## src/rtl/comparn_serial.sv

```systemverilog
// Multi-cycle magnitude comparator: walks two captured N-bit operands D bits per cycle,
// MSB chunk first, stopping at the first differing chunk.
module comparn_serial #(
   parameter int unsigned N         = 16,
   parameter int unsigned D         = 4,
   parameter bit          SIGNED_EN = 1'b1
) (
   input  logic         clk,
   input  logic         rst,
   input  logic         start,
   input  logic [N-1:0] A,
   input  logic [N-1:0] B,
   input  logic         is_signed,
   output logic         busy,
   output logic         done,
   output logic         AeqB,
   output logic         AgtB,
   output logic         AltB
);

   localparam int unsigned C  = N / D;
   localparam int unsigned IW = (C > 1) ? $clog2(C) : 1;
   localparam logic [N-1:0] MsbMask = {1'b1, {(N-1){1'b0}}};

   typedef enum logic {StIdle, StRun} state_e;

   state_e        state_q, state_d;
   logic [N-1:0]  a_q, a_d, b_q, b_d;
   logic [IW-1:0] idx_q, idx_d;
   logic          done_q, done_d;
   logic          eq_q, eq_d, gt_q, gt_d, lt_q, lt_d;
   logic [D-1:0]  a_chunk, b_chunk;
   logic          sgn;

   assign sgn = is_signed & SIGNED_EN;

   always_comb begin
      a_chunk = '0;
      b_chunk = '0;
      for (int unsigned i = 0; i < C; i++) begin
         if (idx_q == IW'(i)) begin
            a_chunk = a_q[i*D +: D];
            b_chunk = b_q[i*D +: D];
         end
      end
   end

   always_comb begin
      state_d = state_q;
      a_d     = a_q;
      b_d     = b_q;
      idx_d   = idx_q;
      done_d  = 1'b0;
      eq_d    = eq_q;
      gt_d    = gt_q;
      lt_d    = lt_q;
      unique case (state_q)
         StIdle: begin
            if (start) begin
               state_d = StRun;
               // Signed compare becomes unsigned once the sign bits are flipped (offset binary).
               a_d     = A ^ (sgn ? MsbMask : '0);
               b_d     = B ^ (sgn ? MsbMask : '0);
               idx_d   = IW'(C - 1);
            end
         end
         StRun: begin
            if ((a_chunk != b_chunk) || (idx_q == '0)) begin
               state_d = StIdle;
               done_d  = 1'b1;
               eq_d    = (a_chunk == b_chunk);
               gt_d    = (a_chunk > b_chunk);
               lt_d    = (a_chunk < b_chunk);
            end else begin
               idx_d = idx_q - IW'(1);
            end
         end
         default: state_d = StIdle;
      endcase
   end

   always_ff @(posedge clk) begin
      if (rst) begin
         state_q <= StIdle;
         a_q     <= '0;
         b_q     <= '0;
         idx_q   <= '0;
         done_q  <= 1'b0;
         eq_q    <= 1'b0;
         gt_q    <= 1'b0;
         lt_q    <= 1'b0;
      end else begin
         state_q <= state_d;
         a_q     <= a_d;
         b_q     <= b_d;
         idx_q   <= idx_d;
         done_q  <= done_d;
         eq_q    <= eq_d;
         gt_q    <= gt_d;
         lt_q    <= lt_d;
      end
   end

   assign busy = (state_q == StRun);
   assign done = done_q;
   assign AeqB = eq_q;
   assign AgtB = gt_q;
   assign AltB = lt_q;

endmodule

```

## config.mk

```make
export PLATFORM = sky130hd
export DESIGN_NAME = comparn_serial
export DESIGN_NICKNAME = d
export VERILOG_FILES = /design/src/rtl/comparn_serial.sv
export SDC_FILE = /design/constraint.sdc
export NUM_CORES = 1
export LEC_CHECK = 0
export BUFFER_PORTS_ARGS = -buffer_cell sky130_fd_sc_hd__clkbuf_2
export CAP_MARGIN = 20
export CORE_MARGIN = 1.5
export CORE_UTILIZATION = 50
export CTS_CLUSTER_DIAMETER = 200
export DETAILED_ROUTE_END_ITERATION = 8
export GPL_TIMING_DRIVEN = 0
export PLACE_DENSITY = 0.74
export SYNTH_ARGS = -nofsm -noshare
export SYNTH_HDL_FRONTEND = slang
export SYNTH_SLANG_ARGS = --single-unit
```

## constraint.sdc

```tcl
create_clock -name clk -period 2.75 [get_ports clk]
set_input_delay 0 -clock clk [delete_from_list [all_inputs] [get_ports clk]]
set_output_delay 0 -clock clk [all_outputs]
set_load 0.005 [all_outputs]
```

==> impl_metrics.csv, run 1 <==
group,metric,value,unit
status,outcome,"complete, no violations",
timing,number_of_slew_limit_violations_in_the_final_report,0,
place,port_buffers,40,
timing,timing.clock.skew,0.00190,ns
floorplan,initial_utilization,52.1,%
finish,area_growth_from_synthesis_to_final_layout,33.0,%
synth,ys_types,30,
clock_tree,ctsHtreeMaxLevel,2,
drt,route.detailed.drc,0,
finish,multiInputGateArea,983,µm²
drt,vias,1800,
synth,syn-instance-count,235,
clock_tree,postCtsSetupRepairBufs,0,
floorplan,floorplan.die.width,65.0,µm
hold_path,hold-path-cell-count,3,
clock_tree,cts-buffers-inserted,5,
drt,initialDrtViolationCount,91,
finish,share_of_layout_cells_above_drive_strength_1,27.7,%
timing,setup_slack,0.182,ns
synth,synthesis.yosys.warnings,0,
finish,fillers,322,
floorplan,io_pins,41,
finish,final_nets,356,
synth,ys_top_cells_by_area,"dfxtp_1 41%, nand2_1 14%, a21oi_1 8.8%",
setup_path,r2r_depth,11,
place,worst_setup_slack_post_dpl,0.172,ns
synth,ys_seq_area_share,40.6,%
timing,tightestPinTransition,0.399,ns
grt,grt.overflow.total,0,
timing,timing.slew.headroom,73.4,%
power_and_ir_drop,total_leakage_power,0.00105,µW
timing,finalHoldViolCount,0,
clock_tree,clock_tree.root_cell,"clkbuf_8",
hold_path,timing.hold.worst.class,"in2reg",
place,detailed_place_hpwl,3.08,mm
synth,portion_of_synthesized_cell_area_occupied_by_the_leading_cell_type,40.6,%
synth,mappedNetlistArea,1920,µm²
power_and_ir_drop,power-per-cell-area,548,nW/µm²
finish,finalInstanceArea,2560,µm²
timing,fin_worst_hold_slack,0.0178,ns
timing,setup_violations,0,
finish,layout.area.seq,782,µm²
setup_path,start_kind,"flop",
synth,synth-seq-cells,39,
setup_path,crit_arrival,2.75,ns
drt,wl_per_instance,12.3,µm
clock_tree,tritoncts_num_sinks,39,
setup_path,cp.required,2.93,ns
setup_path,worstSetupPathDepth,11,
grt,grt_max_degree,11,
clock_tree,clock_transition_time_at_the_flip_flop_clock_pins_of_the_worst_setup_and_hold_paths,0.07,ns
setup_path,worst_path_dominant_cell_family,"compound AO/OA/AOI/OAI gates",
floorplan,core_region_area,3690,µm²
timing,max_freq,0.389,GHz
timing,final_period_minus_worst_setup_slack,2.57,ns
clock_tree,clockBufferDepth,2,
grt,first_global_vias,1717,
setup_path,worstPathMaxFanout,10,
setup_path,cp_slowest_cell,"dfxtp_2",
power_and_ir_drop,irDropWorstVdd,381,µV
clock_tree,clk_latency,0.30,ns
drt,first_pass_iters,4,
setup_path,crit_chain,"inv_1, ha_1, clkbuf_2, buf_2, a21oi_1, o21ai_0, ha_1, nand4_2, o21ai_1, nand3b_1, a21oi_1",
setup_path,setup.worst_path.end_class,"flop",
synth,synthesis.nets,279,
flow_run,cap_violations,0,
floorplan,count_of_standard_cell_rows,22,
setup_path,worst-setup-path-type,"reg2reg",
finish,final_antenna_diode_count,0,
finish,final_cells,359,
grt,antenna_found_initial,0,
drt,via_per_inst,5.01,
timing,rsz0062_at_grt,"false",
grt,global_route_wire_length_before_repair,7.42,mm
timing,finalSetupTns,0,ns
synth,avgSynthCellArea,8.18,µm²
setup_path,crit_buf_inv,3,
setup_path,cpPeakStageDelay,0.37,ns
place,place_area,2180,µm²
floorplan,floorplan.die.height,65.0,µm
timing,post-route-period-util,93.4,%
synth,synth_top_cell_by_area,"dfxtp_1",
place,place_congestion,0.901,
drt,totalWireLength,4.41,mm
place,placed_cells_incl_taps,323,
floorplan,die_area,4230,µm²
drt,antenna_violating_nets_post_route,0,
clock_tree,clock_tree_from_tritoncts,"yes",
grt,global_route_usage_over_all_layers,23.4,%
-- state kept, by name, summed over array words and instances, names as in the netlist --
| name | cells |
|---|---|
| a_q | 16 |
| b_q | 16 |
| idx_q | 2 |
| AeqB | 1 |
| AgtB | 1 |
| AltB | 1 |
| busy | 1 |
| done | 1 |
-- worst min-delay path: stages --
cell      delay [ns]
clkbuf_2        0.09
xnor2_1         0.12
a211oi_2        0.06
-- cells by family (layout without fill, tap and decap cells) --
| logic type | Yosys count | after routing | share of synthesized area [%] |
|---|---|---|---|
| AOI/OAI and AO/OA | 71 | 71 | 24.0 |
| xor gates and xnor gates | 2 | 2 | 0.911 |
| adders and majority gates | 8 | 8 | 5.21 |
| buffers and inverters | 23 | 99 | 8.26 |
| muxes | 1 | 1 | 0.781 |
| DFF | 39 | 39 | 40.6 |
| and+or+nand+nor | 91 | 91 | 20.2 |
-- cells in the mapped netlist, drive strengths merged --
| library cell | instances |
|---|---|
| a211oi | 3 |
| a21oi | 52 |
| a22oi | 4 |
| a31o | 1 |
| a32o | 1 |
| buf | 14 |
| clkbuf | 2 |
| dfxtp | 39 |
| ha | 8 |
| inv | 7 |
| mux2 | 1 |
| nand2 | 74 |
| nand2b | 1 |
| nand3 | 1 |
| nand3b | 5 |
| nand4 | 1 |
| nor2 | 6 |
| nor2b | 2 |
| nor3 | 1 |
| o211ai | 1 |
| o21ai | 9 |
| xnor2 | 2 |
-- where the power goes --
part	switching [µW]	internal (µW)
Clock	185	169
Combinational	217	188
Sequential	30.5	612
-- cells in the final DEF, fill, tap and decap left out, types with 4 or more instances in the layout --
cell type / instances
clkbuf_2: 41
nand3b_1: 5
buf_2: 6
a21oi_1: 34
a22oi_1: 4
clkbuf_8: 5
o21ai_0: 8
dlygate4sd3_1: 30
inv_1: 7
nand2_1: 74
buf_6: 5
dfxtp_1: 38
nor2_1: 6
ha_1: 8
a21oi_2: 18
-- final cells by class --
type	count	share of cell area [%]
inverters	7	1.03
well taps	48	2.35
flip-flops and latches	39	30.6
clock buffers	6	2.84
repair buffers	70	19.6
plain buffers	16	5.19
multi-input cells	173	38.5
-- per-layer routing --
layer / track usage [%] / part of all wire, %
met4: 10.2 / 1.2
met2: 37.9 / 46
met3: 6.77 / 4.5
met1: 29.0 / 49
met5: 0 / 0
-- through the flow --
stage               util, %  power, µW
floorplan                 -        915
global placement       59.2       1010
detailed placement     59.2       1020
CTS                    69.3       1400
global route           69.3       1490
finish                 69.3       1400
-- repair_timing --
action	CTS	global route
endpoints found under the setup margin	0	3
gates resized for setup	0	1
hold buffers	30	0
hold endpoints to repair	30	0
-- final timing paths --
| check | to | slack, ns | from |
|---|---|---|---|
| worst max register to register | AltB | 0.18 | idx_q[0] |
| worst min-delay path | b_q[15] | 0.02 | B[15] |
| worst max-delay path | AltB | 0.18 | idx_q[0] |
| worst min register to register | b_q[3] | 0.46 | b_q[3] |
No activity file was read; power rests on OpenSTA's default activity.
==> run 2, diff against run 1 <==
SETUP_SLACK_MARGIN = 0.2   (was unset)
==> run 2 against run 1 <==
Final cell count up 0.28%; wire length increased by 1.1%; critical path depth did not move; highest routed layer unchanged.
==> impl_metrics.csv, run 2 (synthesized netlist as in run 1, its figures left out) <==
group,metric,value,unit
setup_path,start_kind,"flop",
finish,finalCoreUtilization,70.5,%
setup_path,worst_path_dominant_cell_family,"compound AO/OA/AOI/OAI gates",
timing,setup_violations,0,
setup_path,setup.worst_path.end_class,"flop",
place,place_area,2180,µm²
setup_path,crit_chain,"inv_1, ha_1, buf_2, buf_4, a21oi_1, o21ai_0, ha_1, nor2b_1, o211ai_1, a21oi_1, a31o_2",
timing,rsz0062_at_grt,"false",
finish,final_nets,357,
finish,most_common_library_cell_in_the_layout_ignoring_fill_and_taps,"nand2_1",
grt,first_global_vias,1717,
finish,share_of_layout_cells_above_drive_strength_1,29.5,%
drt,vias,1832,
drt,antenna_violating_nets_post_route,0,
place,detailed_place_hpwl,3.08,mm
drt,first_pass_iters,4,
timing,post-route-period-util,88.4,%
clock_tree,clock_tree_from_tritoncts,"yes",
setup_path,cpPeakStageDelay,0.37,ns
clock_tree,clockBufferDepth,2,
power_and_ir_drop,total_leakage_power,0.00106,µW
power_and_ir_drop,irDropWorstVdd,381,µV
flow_run,cap_violations,0,
grt,grt.overflow.total,0,
floorplan,core_region_area,3690,µm²
clock_tree,clock_transition_time_at_the_flip_flop_clock_pins_of_the_worst_setup_and_hold_paths,0.07,ns
drt,via_per_inst,5.09,
timing,timing.slew.headroom,72.0,%
floorplan,floorplan.die.height,65.0,µm
timing,finalHoldViolCount,0,
finish,multiInputGateArea,1010,µm²
timing,finalSetupTns,0,ns
drt,route.detailed.drc,0,
finish,final_cells,360,
timing,max_freq,0.411,GHz
grt,antenna_found_initial,0,
power_and_ir_drop,power-per-cell-area,557,nW/µm²
floorplan,die_area,4230,µm²
setup_path,crit_buf_inv,3,
clock_tree,clock_tree.root_cell,"clkbuf_8",
hold_path,timing.hold.worst.class,"in2reg",
finish,layout.area.seq,785,µm²
setup_path,worstPathMaxFanout,10,
status,outcome,"complete, no violations",
timing,tightestPinTransition,0.420,ns
grt,global_route_usage_over_all_layers,23.4,%
floorplan,io_pins,41,
finish,registers_with_the_most_flip_flops,"a_q: 16 flops, b_q: 16 flops, idx_q: 2 flops",
clock_tree,tritoncts_num_sinks,39,
floorplan,initial_utilization,52.1,%
finish,final_antenna_diode_count,0,
grt,global_route_wire_length_before_repair,7.42,mm
place,port_buffers,40,
timing,number_of_slew_limit_violations_in_the_final_report,0,
setup_path,cp.required,2.94,ns
drt,totalWireLength,4.45,mm
setup_path,cp_slowest_cell,"dfxtp_4",
place,place_congestion,0.901,
floorplan,floorplan.die.width,65.0,µm
finish,final_cell_mix,"74 x nand2_1, 40 x clkbuf_2, 38 x dfxtp_1",
finish,area_growth_from_synthesis_to_final_layout,35.3,%
clock_tree,clk_latency,0.30,ns
timing,final_period_minus_worst_setup_slack,2.43,ns
finish,fillers,313,
floorplan,count_of_standard_cell_rows,22,
drt,initialDrtViolationCount,76,
timing,timing.clock.skew,0.00315,ns
clock_tree,cts-buffers-inserted,5,
power_and_ir_drop,design_power_total,1450,µW
setup_path,crit_arrival,2.62,ns
place,placed_cells_incl_taps,323,
setup_path,worst-setup-path-type,"reg2reg",
finish,finalInstanceArea,2600,µm²
grt,grt_max_degree,11,
clock_tree,ctsHtreeMaxLevel,2,
drt,wl_per_instance,12.4,µm
run 2: cell types whose count changed in the layout (fill, tap and decap cells not counted), sizes merged:
| cell | delta |
|---|---|
| clkbuf | -1 |
| buf | +2 |
run 2: where the power goes:
part	switching [µW]	internal, µW	total [µW]
registers	31.1	613	644
logic	237	213	450
clock network	186	169	355
total	454	995	1450
run 2: cell type report:
cell class | instances | share of cell area, %
Sequential cell | 39 | 30.2
Tap cell | 48 | 2.31
Inverter | 7 | 1.01
Buffer | 16 | 5.44
Timing Repair Buffer | 71 | 19.5
Clock buffer | 6 | 2.79
Multi-Input combinational cell | 173 | 38.8
run 2: worst register-to-register path, stage by stage, from the launching register on:
cell	delay (ns)
dfxtp_4	0.37
inv_1	0.06
ha_1	0.19
buf_2	0.17
buf_4	0.19
a21oi_1	0.15
o21ai_0	0.11
ha_1	0.36
nor2b_1	0.15
o211ai_1	0.27
a21oi_1	0.11
a31o_2	0.22
run 2: path summary, 6_finish.rpt:
kind	from	depth (start not counted)	end	slack, ns
min	B[15]	3	b_q[15]	0.02
min reg2reg	b_q[3]	2	b_q[3]	0.46
max reg2reg	idx_q[0]	11	AgtB	0.32
max	idx_q[0]	11	AgtB	0.32
run 2: through the flow:
stage	hold WS [ns]	worst slack, ns
2_1_floorplan	0.136	0.552
5_1_grt	0.0210	0.202
4_1_cts	0.0173	0.220
3_5_place_dp	0.235	0.172
3_3_place_gp	0.223	0.201
6_report	0.0171	0.319
run 2: repair_timing:
action	in CTS	in global routing
endpoints found under the setup margin	2	6
buffers inserted	0	1
hold buffers	30	0
resized for setup	1	13
gates cloned	0	0
pin swaps	0	4
endpoints found under the hold margin	30	0
run 2: layer usage:
| layer | wire, µm | share of wire (%) | up-vias | track usage [%] |
|---|---|---|---|---|
| li1 | - | - | 942 | - |
| met4 | 51 | 1.1 | 0 | 10.2 |
| met1 | 2140 | 48 | 841 | 29.0 |
| met3 | 197 | 4.4 | 7 | 6.77 |
| met2 | 2060 | 46 | 42 | 37.9 |
| met5 | 0 | 0 | - | 0 |
